[config.mk]
export PLATFORM = sky130hd
export DESIGN_NAME = inst_cache_flat
export DESIGN_NICKNAME = d
export VERILOG_FILES = /design/src/rtl/inst_cache_pkg.sv /design/src/rtl/inst_cache_if.sv /design/src/rtl/inst_cache_refill_fsm.sv /design/src/rtl/inst_cache.sv /design/src/flat_wrapper.sv
export SDC_FILE = /design/constraint.sdc
export NUM_CORES = 2
export LEC_CHECK = 0
export ABC_AREA = 1
export CAP_MARGIN = 5
export CORE_ASPECT_RATIO = 1.2
export CORE_UTILIZATION = 53
export DETAILED_ROUTE_END_ITERATION = 12
export PLACE_DENSITY = 0.68
export SYNTH_ARGS = -nofsm -noshare
export SYNTH_HDL_FRONTEND = slang
export SYNTH_SLANG_ARGS = --single-unit
[constraint.sdc]
create_clock -name clk -period 4.2 [get_ports clk]
set_input_delay 0.84 -clock clk [delete_from_list [all_inputs] [get_ports clk]]
set_output_delay 0.84 -clock clk [all_outputs]
set_load 0.02 [all_outputs]
[src/rtl/inst_cache_pkg.sv]
// Shared definitions for the instruction cache: refill FSM state encoding,
// default geometry and a constant-foldable log2 helper.
package cache_pkg;

   localparam int DEF_LINES          = 32'sd16;
   localparam int DEF_WORDS_PER_LINE = 32'sd4;
   localparam int DEF_ADDR_W         = 32'sd32;

   typedef enum logic [1:0] {
      S_IDLE   = 2'd0,
      S_REFILL = 2'd1,
      S_COMMIT = 2'd2
   } state_t;

   function automatic int clog2(input int value);
      int r;
      r = 32'sd0;
      for (int v = value - 32'sd1; v > 32'sd0; v = v >>> 1) begin
         r = r + 32'sd1;
      end
      return r;
   endfunction

endpackage

[src/rtl/inst_cache_if.sv]
// Fetch-side lookup and instruction-memory refill bundle.
// Build option INST_CACHE_STATS_EN adds the hit/miss counters.
interface inst_cache_if #(parameter int ADDR_W = cache_pkg::DEF_ADDR_W);
   logic [ADDR_W-1:0] pc;
   logic              pc_valid;
   logic              hit;
   logic [31:0]       instruction;
   logic              mem_req;
   logic [ADDR_W-1:0] mem_addr;
   logic              mem_ack;
   logic [31:0]       mem_rdata;
`ifdef INST_CACHE_STATS_EN
   logic [31:0]       hit_count;
   logic [31:0]       miss_count;
`endif

   modport slave (
      input  pc, pc_valid, mem_ack, mem_rdata,
`ifdef INST_CACHE_STATS_EN
      output hit_count, miss_count,
`endif
      output hit, instruction, mem_req, mem_addr
   );

   modport master (
      output pc, pc_valid, mem_ack, mem_rdata,
`ifdef INST_CACHE_STATS_EN
      input  hit_count, miss_count,
`endif
      input  hit, instruction, mem_req, mem_addr
   );
endinterface

[src/rtl/inst_cache_refill_fsm.sv]
// Line refill sequencer: walks one cache line out of instruction memory
// over req/ack, then raises a one-cycle commit before returning to idle.
module inst_cache_refill_fsm
   import cache_pkg::*;
#(
   parameter int ADDR_W         = DEF_ADDR_W,
   parameter int WORDS_PER_LINE = DEF_WORDS_PER_LINE,
   localparam int OFF           = clog2(WORDS_PER_LINE)
) (
   input  logic              clk,
   input  logic              rst,
   input  logic              start,
   input  logic [ADDR_W-1:0] start_addr,
   input  logic              mem_ack,
   output logic              mem_req,
   output logic [ADDR_W-1:0] mem_addr,
   output logic              fill_we,
   output logic [OFF-1:0]    fill_beat,
   output logic              commit,
   output logic              idle
);

   state_t          state_r;
   logic [OFF-1:0]  beat_r;
   logic            req_r;
   logic [ADDR_W-1:0] addr_r;

   // State, beat counter and memory request registers
   always_ff @(posedge clk or posedge rst) begin
      if (rst) begin
         state_r <= S_IDLE;
         beat_r  <= '0;
         req_r   <= 1'b0;
         addr_r  <= '0;
      end else begin
         case (state_r)
            S_IDLE: begin
               if (start) begin
                  state_r <= S_REFILL;
                  beat_r  <= '0;
                  req_r   <= 1'b1;
                  addr_r  <= start_addr;
               end else begin
                  state_r <= S_IDLE;
               end
            end
            S_REFILL: begin
               if (req_r && mem_ack) begin
                  beat_r <= beat_r + OFF'(1);
                  addr_r <= addr_r + ADDR_W'(4);
                  // the counter wraps to zero on the last beat by construction
                  if (beat_r == OFF'(WORDS_PER_LINE - 1)) begin
                     req_r   <= 1'b0;
                     state_r <= S_COMMIT;
                  end else begin
                     state_r <= S_REFILL;
                  end
               end else begin
                  state_r <= S_REFILL;
               end
            end
            S_COMMIT: begin
               state_r <= S_IDLE;
            end
            default: begin
               state_r <= S_IDLE;
               req_r   <= 1'b0;
            end
         endcase
      end
   end

   assign mem_req   = req_r;
   assign mem_addr  = addr_r;
   assign fill_we   = (state_r == S_REFILL) & req_r & mem_ack;
   assign fill_beat = beat_r;
   assign commit    = (state_r == S_COMMIT);
   assign idle      = (state_r == S_IDLE);

endmodule

[src/rtl/inst_cache.sv]
// Direct-mapped read-only instruction cache with same-cycle lookup.
// Build option INST_CACHE_STATS_EN adds saturating hit/miss counters.
module inst_cache
   import cache_pkg::*;
#(
   parameter int LINES          = DEF_LINES,
   parameter int WORDS_PER_LINE = DEF_WORDS_PER_LINE,
   parameter int ADDR_W         = DEF_ADDR_W
) (
   input  logic         clk,
   input  logic         rst,
   inst_cache_if.slave  bus
);

   localparam int OFF   = clog2(WORDS_PER_LINE);
   localparam int IDX   = clog2(LINES);
   localparam int TAG_W = ADDR_W - OFF - IDX - 2;

   logic [OFF-1:0]    off_s;
   logic [IDX-1:0]    idx_s;
   logic [TAG_W-1:0]  tag_s;
   logic [ADDR_W-1:0] line_base_s;
   logic              hit_s;
   logic [31:0]       instr_s;
   logic              miss_s;
   logic              idle_s;
   logic              fill_we_s;
   logic [OFF-1:0]    fill_beat_s;
   logic              commit_s;
   logic              unused_s;

   logic [LINES-1:0]  valid_r;
   logic [TAG_W-1:0]  tag_r  [LINES];
   logic [31:0]       data_r [LINES][WORDS_PER_LINE];
   logic [TAG_W-1:0]  miss_tag_r;
   logic [IDX-1:0]    miss_index_r;

   assign off_s       = bus.pc[OFF+1:2];
   assign idx_s       = bus.pc[OFF+IDX+1:OFF+2];
   assign tag_s       = bus.pc[ADDR_W-1:OFF+IDX+2];
   assign line_base_s = {bus.pc[ADDR_W-1:OFF+2], {(OFF+2){1'b0}}};
   assign unused_s    = ^bus.pc[1:0];

   // Same-cycle lookup; a NOP is presented whenever there is no hit
   always_comb begin
      hit_s   = 1'b0;
      instr_s = 32'h0000_0000;
      if (bus.pc_valid && idle_s && valid_r[idx_s] && (tag_r[idx_s] == tag_s)) begin
         hit_s   = 1'b1;
         instr_s = data_r[idx_s][off_s];
      end else begin
         hit_s   = 1'b0;
         instr_s = 32'h0000_0000;
      end
   end

   assign miss_s          = bus.pc_valid & idle_s & ~hit_s;
   assign bus.hit         = hit_s;
   assign bus.instruction = instr_s;

   inst_cache_refill_fsm #(
      .ADDR_W         (ADDR_W),
      .WORDS_PER_LINE (WORDS_PER_LINE)
   ) u_refill (
      .clk        (clk),
      .rst        (rst),
      .start      (miss_s),
      .start_addr (line_base_s),
      .mem_ack    (bus.mem_ack),
      .mem_req    (bus.mem_req),
      .mem_addr   (bus.mem_addr),
      .fill_we    (fill_we_s),
      .fill_beat  (fill_beat_s),
      .commit     (commit_s),
      .idle       (idle_s)
   );

   // Valid bits and the latched miss line; the victim is invalidated at miss time
   always_ff @(posedge clk or posedge rst) begin
      if (rst) begin
         valid_r      <= '0;
         miss_tag_r   <= '0;
         miss_index_r <= '0;
      end else if (miss_s) begin
         valid_r[idx_s] <= 1'b0;
         miss_tag_r     <= tag_s;
         miss_index_r   <= idx_s;
      end else if (commit_s) begin
         valid_r[miss_index_r] <= 1'b1;
      end else begin
         valid_r <= valid_r;
      end
   end

   // Tag and data storage, guarded by the valid bits so no reset is needed
   always_ff @(posedge clk) begin
      if (fill_we_s) begin
         data_r[miss_index_r][fill_beat_s] <= bus.mem_rdata;
      end
      if (commit_s) begin
         tag_r[miss_index_r] <= miss_tag_r;
      end
   end

`ifdef INST_CACHE_STATS_EN
   logic [31:0] hit_count_r;
   logic [31:0] miss_count_r;

   // Saturating lookup statistics
   always_ff @(posedge clk or posedge rst) begin
      if (rst) begin
         hit_count_r  <= 32'h0000_0000;
         miss_count_r <= 32'h0000_0000;
      end else begin
         if (hit_s && (hit_count_r != 32'hFFFF_FFFF)) begin
            hit_count_r <= hit_count_r + 32'h0000_0001;
         end
         if (miss_s && (miss_count_r != 32'hFFFF_FFFF)) begin
            miss_count_r <= miss_count_r + 32'h0000_0001;
         end
      end
   end

   assign bus.hit_count  = hit_count_r;
   assign bus.miss_count = miss_count_r;
`endif

endmodule
[src/flat_wrapper.sv]
// flat-port wrapper written by rule: the top's interface ports become plain ports
module inst_cache_flat import cache_pkg::*;
#(
   parameter int LINES          = DEF_LINES,
   parameter int WORDS_PER_LINE = DEF_WORDS_PER_LINE,
   parameter int ADDR_W         = DEF_ADDR_W
)
  (clk, rst, bus_pc, bus_pc_valid, bus_mem_ack, bus_mem_rdata, bus_hit, bus_instruction, bus_mem_req, bus_mem_addr);
  inst_cache_if #(.ADDR_W(ADDR_W)) bus_i ();
  input  logic clk;
  input  logic rst;
  input wire logic [$bits(bus_i.pc)-1:0] bus_pc;
  input wire logic [$bits(bus_i.pc_valid)-1:0] bus_pc_valid;
  input wire logic [$bits(bus_i.mem_ack)-1:0] bus_mem_ack;
  input wire logic [$bits(bus_i.mem_rdata)-1:0] bus_mem_rdata;
  output wire logic [$bits(bus_i.hit)-1:0] bus_hit;
  output wire logic [$bits(bus_i.instruction)-1:0] bus_instruction;
  output wire logic [$bits(bus_i.mem_req)-1:0] bus_mem_req;
  output wire logic [$bits(bus_i.mem_addr)-1:0] bus_mem_addr;
  assign bus_i.pc = bus_pc;
  assign bus_i.pc_valid = bus_pc_valid;
  assign bus_i.mem_ack = bus_mem_ack;
  assign bus_i.mem_rdata = bus_mem_rdata;
  assign bus_hit = bus_i.hit;
  assign bus_instruction = bus_i.instruction;
  assign bus_mem_req = bus_i.mem_req;
  assign bus_mem_addr = bus_i.mem_addr;
  inst_cache #(.LINES(LINES), .WORDS_PER_LINE(WORDS_PER_LINE), .ADDR_W(ADDR_W)) u_core (.clk(clk), .rst(rst), .bus(bus_i));
endmodule
==> impl_metrics.ini <==
[global_routing]
grt_pass1_vias = 59900
grt_usage_pct = 31.3
grt-ovfl-total = 0
grt_pass1_wl_mm = 408
grt_max_degree = 65
antenna_found_initial = 18

[timing]
worst_slack_ns = -0.332
relSlewSlack_pct = 18.5
timing.hold.ws_ns = 0.313
fin_crit_sh_pct = 108
grt_setup_unrepaired = yes
hold_violations = 0
drv_slew = 0
fin_tns_setup_ns = -4.71
finalSetupViolations = 33
max_clock_freq_ghz = 0.221
finalCriticalPeriod_ns = 4.53
skew_ns = 0.0496
tightest_slew_ns = 1.22

[worst_setup_path]
cp_max_fo = 6
cp-start-kind = input port
rrSetupSlack_ns = 0.25
cp.required_ns = 3.36
r2r-end = u_core.u_refill.mem_addr[5]
cp.arrival_ns = 3.69
r2r-start = u_core.tag_r[4][17]
end_kind = primary output
cp_slowest_cell = nor3_4
path_cells = buf_16 > buf_6 > nor2_4 > buf_12 > clkinv_16 > buf_16 > buf_8 > o22ai_4 > o21ai_1 > nand2_2 > nor2_4 > nor2_1 > nand4_1 > nor2_2 > nand3_4 > buf_12 > buf_12 > buf_8 > nor3_4 > buf_6 > buf_6
slowest_delay_ns = 0.35
crit_type = input port to primary output
ff2ff_path_depth = 33

[synth]
synthDistinctLibCells = 42
synth_area_um2 = 94400
synth-seq-area-share_pct = 79.5
yosysWarnings = 0
yosys_register_bits = 2511
synthCells = 6402
postSynthAreaPerCell_um2 = 14.7

[clocking]
cts.sinks = 2511
cts_tree = yes
cts.path.max_buffers = 3
path_clk_slew_ns = 0.07
clock_latency_ns = 0.91
cts_made_buffers = 227
hold_buffers = 0
cts-root-buf = clkbuf_16
cts_max_level = 4

[final_layout]
design_area_um2 = 114000
areaGrowthSynthToFinish_pct = 20.5
drive_above_1_share_pct = 19.1
seq_area_um2 = 75000
n_fill_cell = 12200
final_cells = 9633
multiInputGateArea_um2 = 18700
final_nets = 7200

[placement]
hpwl_mm = 162
io_buffers = 129
gp_congestion = 0.926
post-place-cells = 9073
place_area_um2 = 104000
preCtsSetupSlack_ns = -1.15

[detailed_routing]
totalWireLength_mm = 291
wl_per_cell_um = 30.2
drc = 0
final_antenna_net_count = 0
dr.pass1.iters = 8
drtIter0Drc = 9001
vias = 63100
vias_per_cell = 6.55

[power_and_ir_drop]
power.density_nw_per_um2 = 481
p_leak_nw = 38.2
vdd_drop_max_mv = 0.422

[job]
maxCapViolations = 0

[floorplanning]
die_w_um = 387
io_pins = 134
die_area_um2 = 180000
die_h_um = 464
start_util_pct = 53.4
core_um2 = 177000
std_cell_rows = 169

[min_path]
hold_path_class = input port to asynchronous set/reset pin

[outcome]
violations = negative setup slack
status = finished with violations
-- where the power goes --
group | switching, mW | total [mW] | internal (mW)
Combinational | 3.47 | 5.35 | 1.88
Clock | 9.13 | 20.0 | 10.9
Sequential | 0.794 | 29.3 | 28.5
Total | 13.4 | 54.7 | 41.3
-- worst max-delay path by stage --
stage / slack, ns / end / from
floorplan: 0.30 / bus_instruction[9] / bus_pc[4]
global placement: -1.19 / bus_instruction[4] / bus_pc[6]
detailed placement: -1.15 / bus_instruction[4] / bus_pc[6]
CTS: -0.31 / bus_instruction[4] / u_core.tag_r[12][21]
global route: -0.36 / bus_instruction[4] / bus_pc[4]
finish: -0.33 / bus_instruction[4] / bus_pc[4]
-- cells by family after synthesis --
group / share of synthesized area (%)
DFF: 79.5
AOI/OAI and AO/OA: 11.4
and+or+nand+nor: 6.68
buffers and inverters: 2.26
xor gates and xnor gates: 0.121
adders and majority gates: 0.0663
other: 0.00397
-- synth_stat cells (all sizes together) --
| library cell | number | area share (%) |
|---|---|---|
| a21o | 1 | 0.0080 |
| a21oi | 29 | 0.15 |
| a31oi | 3 | 0.020 |
| a41oi | 37 | 0.34 |
| buf | 194 | 1.0 |
| clkbuf | 208 | 0.83 |
| clkinv | 2 | 0.0080 |
| conb | 1 | 0.0040 |
| dfrtp | 79 | 2.1 |
| edfxtp | 2432 | 77 |
| ha | 5 | 0.066 |
| inv | 101 | 0.40 |
| nand2 | 1057 | 4.2 |
| nand3 | 137 | 0.73 |
| nand3b | 3 | 0.024 |
| nand4 | 78 | 0.52 |
| nor2 | 210 | 0.86 |
| nor3 | 46 | 0.24 |
| nor3b | 2 | 0.016 |
| nor4 | 8 | 0.053 |
| o211ai | 8 | 0.064 |
| o21a | 1 | 0.0080 |
| o21ai | 679 | 3.6 |
| o221ai | 19 | 0.18 |
| o22a | 5 | 0.046 |
| o22ai | 1041 | 6.9 |
| o31ai | 1 | 0.0080 |
| o32ai | 1 | 0.0093 |
| or2 | 1 | 0.0066 |
| xnor2 | 2 | 0.019 |
| xor2 | 11 | 0.10 |
-- stage by stage --
stage	power, mW	util (%)
detailed placement	34.4	58.7
global route	56.0	64.3
floorplan	31.8	-
finish	54.7	64.3
global placement	34.3	58.7
CTS	54.2	63.5
-- layout make-up --
cell class / instances / share of cell area, %
Timing Repair Buffer: 894 / 8.37
Multi-Input combinational cell: 3390 / 16.5
Clock inverter: 127 / 0.981
Inverter: 103 / 0.406
Tap cell: 2308 / 2.54
Sequential cell: 2511 / 66.0
Antenna cell: 5 / 0.0110
Clock buffer: 295 / 5.27
-- cells in the final DEF (no fill, tap or decap), types with 57 or more instances in the layout --
cell / Yosys / routed
o21ai_0: 642 / 594
dfrtp_1: 79 / 79
edfxtp_1: 2432 / 2432
nand2_1: 1050 / 1002
buf_4: 12 / 549
nor2_4: 2 / 88
clkbuf_1: 208 / 63
inv_1: 96 / 93
nor2_1: 206 / 115
clkdlybuf4s50_1: 0 / 58
nand3_1: 137 / 128
o22ai_1: 1041 / 1034
buf_12: 0 / 142
buf_6: 6 / 57
nand4_1: 78 / 78
clkbuf_16: 0 / 243
-- registers in the layout, summed over array words and instances, names as in the netlist --
signal,count
u_core.tag_r,384
u_core.miss_tag_r,24
u_core.u_refill.state_r,2
u_core.u_refill.fill_beat,2
u_core.valid_r,16
u_core.u_refill.mem_addr,30
u_core.miss_index_r,4
u_core.data_r,2048
u_core.u_refill.mem_req,1
-- layer usage --
layer	up-vias	GRT usage, %	part of all wire, %
li1	26400	-	-
met1	31400	41.9	36
met2	4513	49.2	47
met3	833	5.98	12
met4	2	15.8	5.3
met5	-	0	0.0045
-- repair_timing --
| item | in CTS | in global routing |
|---|---|---|
| pin swaps | 40 | 84 |
| cloned | 12 | 22 |
| gates resized for setup | 331 | 198 |
| endpoints found under the setup margin | 33 | 111 |
| setup buffers | 66 | 44 |
-- critical path: cells and delay by family --
family / cells / cell delay (ns)
AND/OR/NAND/NOR: 8 / 1.18
AO/OA/AOI/OAI: 2 / 0.22
buffers and inverters: 11 / 1.42
No activity file was read; power rests on OpenSTA's default activity.
